[src/rtl/ps2_rx_frontend.sv]
// PS/2 keyboard receive front end: conditions ps2c/ps2d, deframes 11-bit
// frames, checks odd parity and stop, drops break sequences and delivers
// one make-code byte per key press as a single-cycle rx_valid pulse.
module ps2_rx_frontend #(
  parameter int unsigned FILTER_LEN     = 8,
  parameter int unsigned TIMEOUT_CYCLES = 50000,
  parameter bit          SUPPRESS_BREAK = 1'b1
) (
  input  logic       clk,
  input  logic       reset,
  input  logic       ps2c,
  input  logic       ps2d,
  output logic [7:0] rx_data,
  output logic       rx_valid,
  output logic       frame_err,
  output logic       busy
);

  localparam int unsigned FCW = (FILTER_LEN > 1) ? $clog2(FILTER_LEN) : 1;
  localparam int unsigned TCW = (TIMEOUT_CYCLES > 1) ? $clog2(TIMEOUT_CYCLES) : 1;
  localparam logic [7:0]  BREAK_CODE = 8'hF0;

  typedef enum logic [1:0] {IDLE, SHIFT, CHECK} state_t;

  logic           c_s1, c_s2, d_s1, d_s2;
  logic           filt;
  logic [FCW-1:0] fcnt;
  logic           fall;

  state_t         state, state_n;
  logic [3:0]     bcnt, bcnt_n;
  logic [9:0]     shreg, shreg_n;
  logic [TCW-1:0] tcnt, tcnt_n;
  logic           break_pending, break_pending_n;
  logic [7:0]     rx_data_n;
  logic           rx_valid_n, frame_err_n, busy_n;

  logic [7:0]     frame_byte_c;
  logic           frame_good_c;

  assign frame_byte_c = shreg[7:0];
  // Odd parity over data+parity, and the stop bit must be high.
  assign frame_good_c = (^shreg[8:0]) & shreg[9];

  // Two-flop synchronisers for both asynchronous PS/2 lines (idle high).
  always_ff @(posedge clk or posedge reset) begin
    if (reset) begin
      c_s1 <= 1'b1;
      c_s2 <= 1'b1;
      d_s1 <= 1'b1;
      d_s2 <= 1'b1;
    end else begin
      c_s1 <= ps2c;
      c_s2 <= c_s1;
      d_s1 <= ps2d;
      d_s2 <= d_s1;
    end
  end

  // Glitch filter: level flips only after FILTER_LEN consecutive opposite samples.
  always_ff @(posedge clk or posedge reset) begin
    if (reset) begin
      filt <= 1'b1;
      fcnt <= '0;
      fall <= 1'b0;
    end else begin
      fall <= 1'b0;
      if (c_s2 == filt) begin
        fcnt <= '0;
      end else if (fcnt == FCW'(FILTER_LEN - 1)) begin
        filt <= c_s2;
        fcnt <= '0;
        fall <= ~c_s2;
      end else begin
        fcnt <= fcnt + FCW'(1);
      end
    end
  end

  // State and registered outputs.
  always_ff @(posedge clk or posedge reset) begin
    if (reset) begin
      state         <= IDLE;
      bcnt          <= '0;
      shreg         <= '0;
      tcnt          <= '0;
      break_pending <= 1'b0;
      rx_data       <= '0;
      rx_valid      <= 1'b0;
      frame_err     <= 1'b0;
      busy          <= 1'b0;
    end else begin
      state         <= state_n;
      bcnt          <= bcnt_n;
      shreg         <= shreg_n;
      tcnt          <= tcnt_n;
      break_pending <= break_pending_n;
      rx_data       <= rx_data_n;
      rx_valid      <= rx_valid_n;
      frame_err     <= frame_err_n;
      busy          <= busy_n;
    end
  end

  // Next-state: deframing, watchdog, frame check and break suppression.
  always_comb begin
    state_n         = state;
    bcnt_n          = bcnt;
    shreg_n         = shreg;
    tcnt_n          = tcnt;
    break_pending_n = break_pending;
    rx_data_n       = rx_data;
    rx_valid_n      = 1'b0;
    frame_err_n     = 1'b0;

    case (state)
      IDLE: begin
        if (fall && !d_s2) begin
          state_n = SHIFT;
          bcnt_n  = '0;
          tcnt_n  = '0;
        end
      end
      SHIFT: begin
        // A fall always beats the watchdog on the same cycle.
        if (fall) begin
          shreg_n = {d_s2, shreg[9:1]};
          bcnt_n  = bcnt + 4'd1;
          tcnt_n  = '0;
          if (bcnt == 4'd9) state_n = CHECK;
        end else if (tcnt == TCW'(TIMEOUT_CYCLES - 1)) begin
          frame_err_n = 1'b1;
          tcnt_n      = '0;
          state_n     = IDLE;
        end else begin
          tcnt_n = tcnt + TCW'(1);
        end
      end
      CHECK: begin
        state_n = IDLE;
        if (!frame_good_c) begin
          frame_err_n = 1'b1;
        end else if (SUPPRESS_BREAK && (frame_byte_c == BREAK_CODE)) begin
          break_pending_n = 1'b1;
        end else if (break_pending) begin
          break_pending_n = 1'b0;
        end else begin
          rx_data_n  = frame_byte_c;
          rx_valid_n = 1'b1;
        end
      end
      default: state_n = IDLE;
    endcase

    busy_n = (state_n != IDLE);
  end

endmodule

[config.mk]
export PLATFORM = sky130hd
export DESIGN_NAME = ps2_rx_frontend
export DESIGN_NICKNAME = d
export VERILOG_FILES = /design/src/rtl/ps2_rx_frontend.sv
export SDC_FILE = /design/constraint.sdc
export NUM_CORES = 1
export LEC_CHECK = 0
export CAP_MARGIN = 20
export CORE_AREA = 2 2 69 137
export DETAILED_ROUTE_END_ITERATION = 6
export DIE_AREA = 0 0 71 139
export HOLD_SLACK_MARGIN = 0.12
export PLACE_DENSITY = 0.54
export SETUP_SLACK_MARGIN = 0.02
export SLEW_MARGIN = 20
export SYNTH_ARGS = -nofsm -noshare
export SYNTH_HDL_FRONTEND = slang
export SYNTH_SLANG_ARGS = --single-unit
[constraint.sdc]
create_clock -name clk -period 2.2 [get_ports clk]
set_clock_uncertainty 0.05 [all_clocks]
set_input_delay 0.44 -clock clk [delete_from_list [all_inputs] [get_ports clk]]
set_output_delay 0.44 -clock clk [all_outputs]
set_load 0.05 [all_outputs]
Word-level counts from Yosys, hierarchy flattened:

Index checks and enable logic that the tools add are counted.
W data, S select, Z words.

* add/subtract/negate cells: 3
* equality and inequality tests: 9
* muxes and demuxes: 25
* bitwise gates (word level): 5
* reduce and logical (&&, ||, !) cells: 12

Operators with widths (number)
* $mux W16: 3
* $pmux W16 S2: 1
* $add A16 B1 Y16 const B: 1
* $eq A16 B16 Y1 const B: 1
* $mux W1: 10
* $reduce_xor A9 Y1: 1
* $eq A8 B8 Y1 const B: 1
* $mux W2: 4
* $mux W4: 2
* $pmux W4 S2: 1
* $reduce_and A2 Y1: 4
* $mux W3: 2
* $add A4 B1 Y4 const B: 1
* $eq A4 B4 Y1 const B: 1
* $ne A2 B2 Y1 const B: 2
* $not A1 Y1: 4
* $pmux W2 S2: 1
* $reduce_and A4 Y1: 1
* $reduce_bool A2 Y1: 2
* $add A3 B1 Y3 const B: 1
* $eq A3 B3 Y1 const B: 1
* $reduce_and A3 Y1: 1
* $eq A2 B1 Y1 const B: 1
* $eq A2 B2 Y1 const B: 1
* other kinds (6): 6

* bits in registers: 53
* output and inout port bits: 11

Depth between registers and ports, before layout:

* depth in word-level cells: 5
* gate-level depth with buffers: 8

Least setup slack after synthesis:

No wires, ideal clock.

* path type: register to register
* start: register state[0]
* end: register tcnt[12]
* arrival: 2.113 ns
* slack: -0.041 ns
* cell stages (with the launch flop): 9
* cells stage by stage: dfrtp_1 inv_1 ha_1 buf_2 nand2b_1 a211o_1 clkbuf_1 or4_1 a21oi_1

* longest elaborated chain between the ends: 3

RTL lines
* from (decl): RTL line 30 `state_t state, state_n;`
* from (signal assigned): RTL line 93 `state <= state_n;`
* $eq A2 B1 Y1 or $logic_not A2 Y1 (tied branches): RTL line 116 `case (state)`
* $reduce_bool A2 Y1 (no line) or $ne A2 B2 Y1 (tied branches)
* $reduce_and A2 Y1 (no line)
* to (signal assigned): RTL line 96 `tcnt <= tcnt_n;`
* to (decl): RTL line 33 `logic [TCW-1:0] tcnt, tcnt_n;`

Several ways; a longest one is shown, not always the timed one.
A chain may end at the register's enable or synchronous reset.

Worst setup path in the final report:

* start: register tcnt[7]
* end: register state[1]

* longest elaborated chain between the ends: 4

RTL lines
* $eq A16 B16 Y1: RTL line 131 `end else if (tcnt == TCW'(TIMEOUT_CYCLES - 1)) begin`
* $mux W2: RTL line 131
* $mux W2: RTL line 126 `if (fall) begin`
* $pmux W2 S2: RTL line 116
* named net state_n[1]: RTL line 30

The timed path passes the listed nets, and every way through them passes these cells.

==> flow_summary.ini <==
[outcome]
status = complete, no violations

[floorplanning]
core_um2 = 8890
num_rows = 49
die_w_um = 71
pin_count = 15
start_util_pct = 29.28
dieArea_um2 = 9869
die_h_um = 139

[run]
drv_cap = 0

[yosys]
netlist_instances = 230
yosysSeqAreaShare_pct = 51.20
yosysTopAreaCell = dfrtp_1
synth_warnings = 0
syn-mean-instance-area_um2 = 11.32
synth_flop_cell = dfrtp_1
async_reset_ff_share_pct = 100.0
ys_ff_latch = 53
synth.top_cells.by_area = dfrtp_1, mux2_2, ha_1
yosysTopAreaCellShare_pct = 46.15
synthDistinctLibCells = 47
syn_area_um2 = 2602
synth_edf_count = 0
synth_nets = 246

[grt]
track_usage_pct = 11.85
grt_pass1_wl_um = 9280
antenna_found_initial = 0
grt_pass1_vias = 2017
grt-ovfl-total = 0
grt_max_degree = 34

[setup_path]
cp.required_ns = 2.33
crit_type = reg2reg
r2r_setup_slack_ns = 0.11
cp_max_fo = 4
worstPathArrival_ns = 2.22
reg2reg_to = state[1]
slowest_stage = or4_1
reg2regPathDepth = 5
critPathLaunchType = flip-flop
cp_cell_sequence = or4b_1 -> or4_1 -> buf_4 -> nor3_1 -> nor2_1
r2r-start = tcnt[7]
slowest_delay_ns = 0.61
endpoint_kind = flip-flop

[power_and_ir_drop]
ir_worst_vdd_v = 0.0006701
combinationalPowerShare_pct = 4.6
p_clk_share_pct = 41.2
p_sw_share_pct = 22.06
p_seq_share_pct = 54.2
p_switching_uw = 419.2
leakage_uw = 0.001390
intPower_uw = 1481
pwr_density_cell_nw_per_um2 = 599.0

[sta]
rsz0062_at_grt = yes
tightestPinTransition_ns = 0.5589
setup_tns_ns = 0
max_freq_mhz = 479.0
setup_violations = 0
hold_viol = 0
slew_viol_final = 0
period_needed_ns = 2.088
fin_crit_sh_pct = 94.90
relSlewSlack_pct = 62.65

[cts]
cts_buffers = 5
root_buffer = clkbuf_16
insertion_delay_ns = 0.29
cts_hold_buf = 0
cts_buffer_depth = 2
clk_pin_slew_ns = 0.07
tritoncts = yes
htree_num_levels = 2
cts_sinks = 53

[hold_path]
worstHoldPathCells = 0
min_from = d_s1
hp-class = reg2reg
whs_endpoint = d_s2

[placement]
hpwl_um = 4004
gp_congestion = 0.8698
dpl.cell_count = 359
port_buffers = 14

[routing]
drt-initial-drc-count = 100
vias = 1873
detail-route-antenna-nets = 0
avgRoutedWirePerCell_um = 14.51
drc = 0
wirelength_um = 5340
firstDrtPassIters = 4
via_per_inst = 5.090

[finish]
nFillCells = 866
area_delta_synth_final_pct = 21.87
layout-drive-gt1-share_pct = 24.81
diodes = 0
final_cells = 368
nets = 281
-- worst max-delay path by stage --
stage                   from  cells past startpoint  slack, ns    endpoint
finish               tcnt[7]                      5       0.11    state[1]
global route        state[1]                      7       0.02    tcnt[11]
CTS                 shreg[1]                      7       0.09  rx_data[6]
detailed placement  shreg[1]                      7        0.1  rx_data[4]
global placement    shreg[4]                      6       0.14  rx_data[4]
floorplan           state[0]                      8       0.03    tcnt[12]
-- power groups by stage --
stage	combinational (uW)	sequential (uW)	clock, uW
after floorplan	60.2	1050	0
after global placement	89.5	1050	0
after detailed placement	89.5	1050	0
after CTS	90.8	1030	818
after global routing	104	1040	853
final	87.2	1030	782
-- cell usage in the layout (no fill, tap or decap), types with 2 or more instances in the layout --
| cell type | count |
|---|---|
| dfrtp_1 | 48 |
| nand3b_1 | 2 |
| a22o_1 | 2 |
| nor3b_1 | 2 |
| or3_1 | 2 |
| nand4_1 | 5 |
| nand3_1 | 8 |
| o41ai_1 | 2 |
| nor3_1 | 2 |
| a211oi_1 | 7 |
| xor2_1 | 3 |
| clkdlybuf4s50_1 | 14 |
| nor2_1 | 13 |
| dfstp_2 | 5 |
| clkbuf_16 | 5 |
| and2_1 | 2 |
| or4_1 | 4 |
| xnor2_1 | 6 |
| nand2_1 | 15 |
| o31ai_1 | 6 |
| inv_1 | 12 |
| mux2_2 | 17 |
| o21ai_0 | 16 |
| a21oi_1 | 7 |
| nand4bb_1 | 2 |
| buf_12 | 2 |
| ha_1 | 11 |
| buf_4 | 20 |
-- logic make-up (layout without fill, tap and decap cells) --
family / Yosys count / after routing / share of synthesized area (%)
and+or+nand+nor: 69 / 69 / 15.24
DFF: 53 / 53 / 51.20
muxes: 18 / 18 / 7.740
xor gates and xnor gates: 11 / 11 / 4.231
adders and majority gates: 12 / 12 / 5.769
buffers and inverters: 22 / 58 / 4.471
AOI/OAI and AO/OA: 45 / 45 / 11.35
-- cell type report --
class	instances	area (um2)	area share (%)
Multi-Input combinational cell	155	1175	37.04
Timing Repair Buffer	37	341.6	10.77
Clock buffer	5	125.1	3.945
Tap cell	102	127.6	4.024
Sequential cell	53	1333	42.01
Inverter	13	48.80	1.538
Clock inverter	3	21.27	0.6706
-- worst max-delay path, delay by kind of cell (launching register included) --
family | cells | cell delay (ns)
DFF | 1 | 0.37
and+or+nand+nor | 4 | 1.35
buffers and inverters | 1 | 0.20
-- layer usage --
metal | vias to the layer above | GRT usage, % | routed length, um
met2 | 26 | 22.77 | 3083
met1 | 941 | 11.42 | 1902
met4 | 0 | 6.653 | 222
met5 | - | 0 | 0
met3 | 15 | 1.817 | 132
li1 | 891 | - | -
-- stage by stage --
step                util (%)  instance area (um2)  setup slack [ns]  hold slack [ns]  total power, uW
finish                 35.68                 3172            0.1123           0.3068             1900
global route           35.68                 3172           0.02487           0.3149             1994
CTS                    35.40                 3147           0.08566           0.3094             1939
detailed placement     33.75                 3000           0.09789           0.2990             1139
global placement       33.75                 3000            0.1400           0.2973             1138
floorplan                  -                 2610           0.03261           0.2952             1107
-- cells in the mapped netlist, types with 3 or more instances --
library cell,number
nand2_1,15
ha_1,12
a211oi_1,7
o31ai_1,6
dfstp_2,5
dfrtp_1,48
inv_1,13
mux2_2,17
o21ai_0,16
nor2_1,13
nand4_1,5
or4_1,4
xnor2_1,7
clkbuf_1,3
nand3_1,8
xor2_1,3
a21oi_1,8
-- flip-flops by register name, summed over array words and instances, names as in the netlist, 2 cells and up --
register and flops:
bcnt 4, fcnt 3, rx_data 8, shreg 10, state 2, tcnt 16
-- repair_timing --
item / CTS / global route
setup endpoints to repair: 0 / 12
gates resized for setup: 0 / 4
buffers inserted: 0 / 1
(Power assumes the default switching activity.)
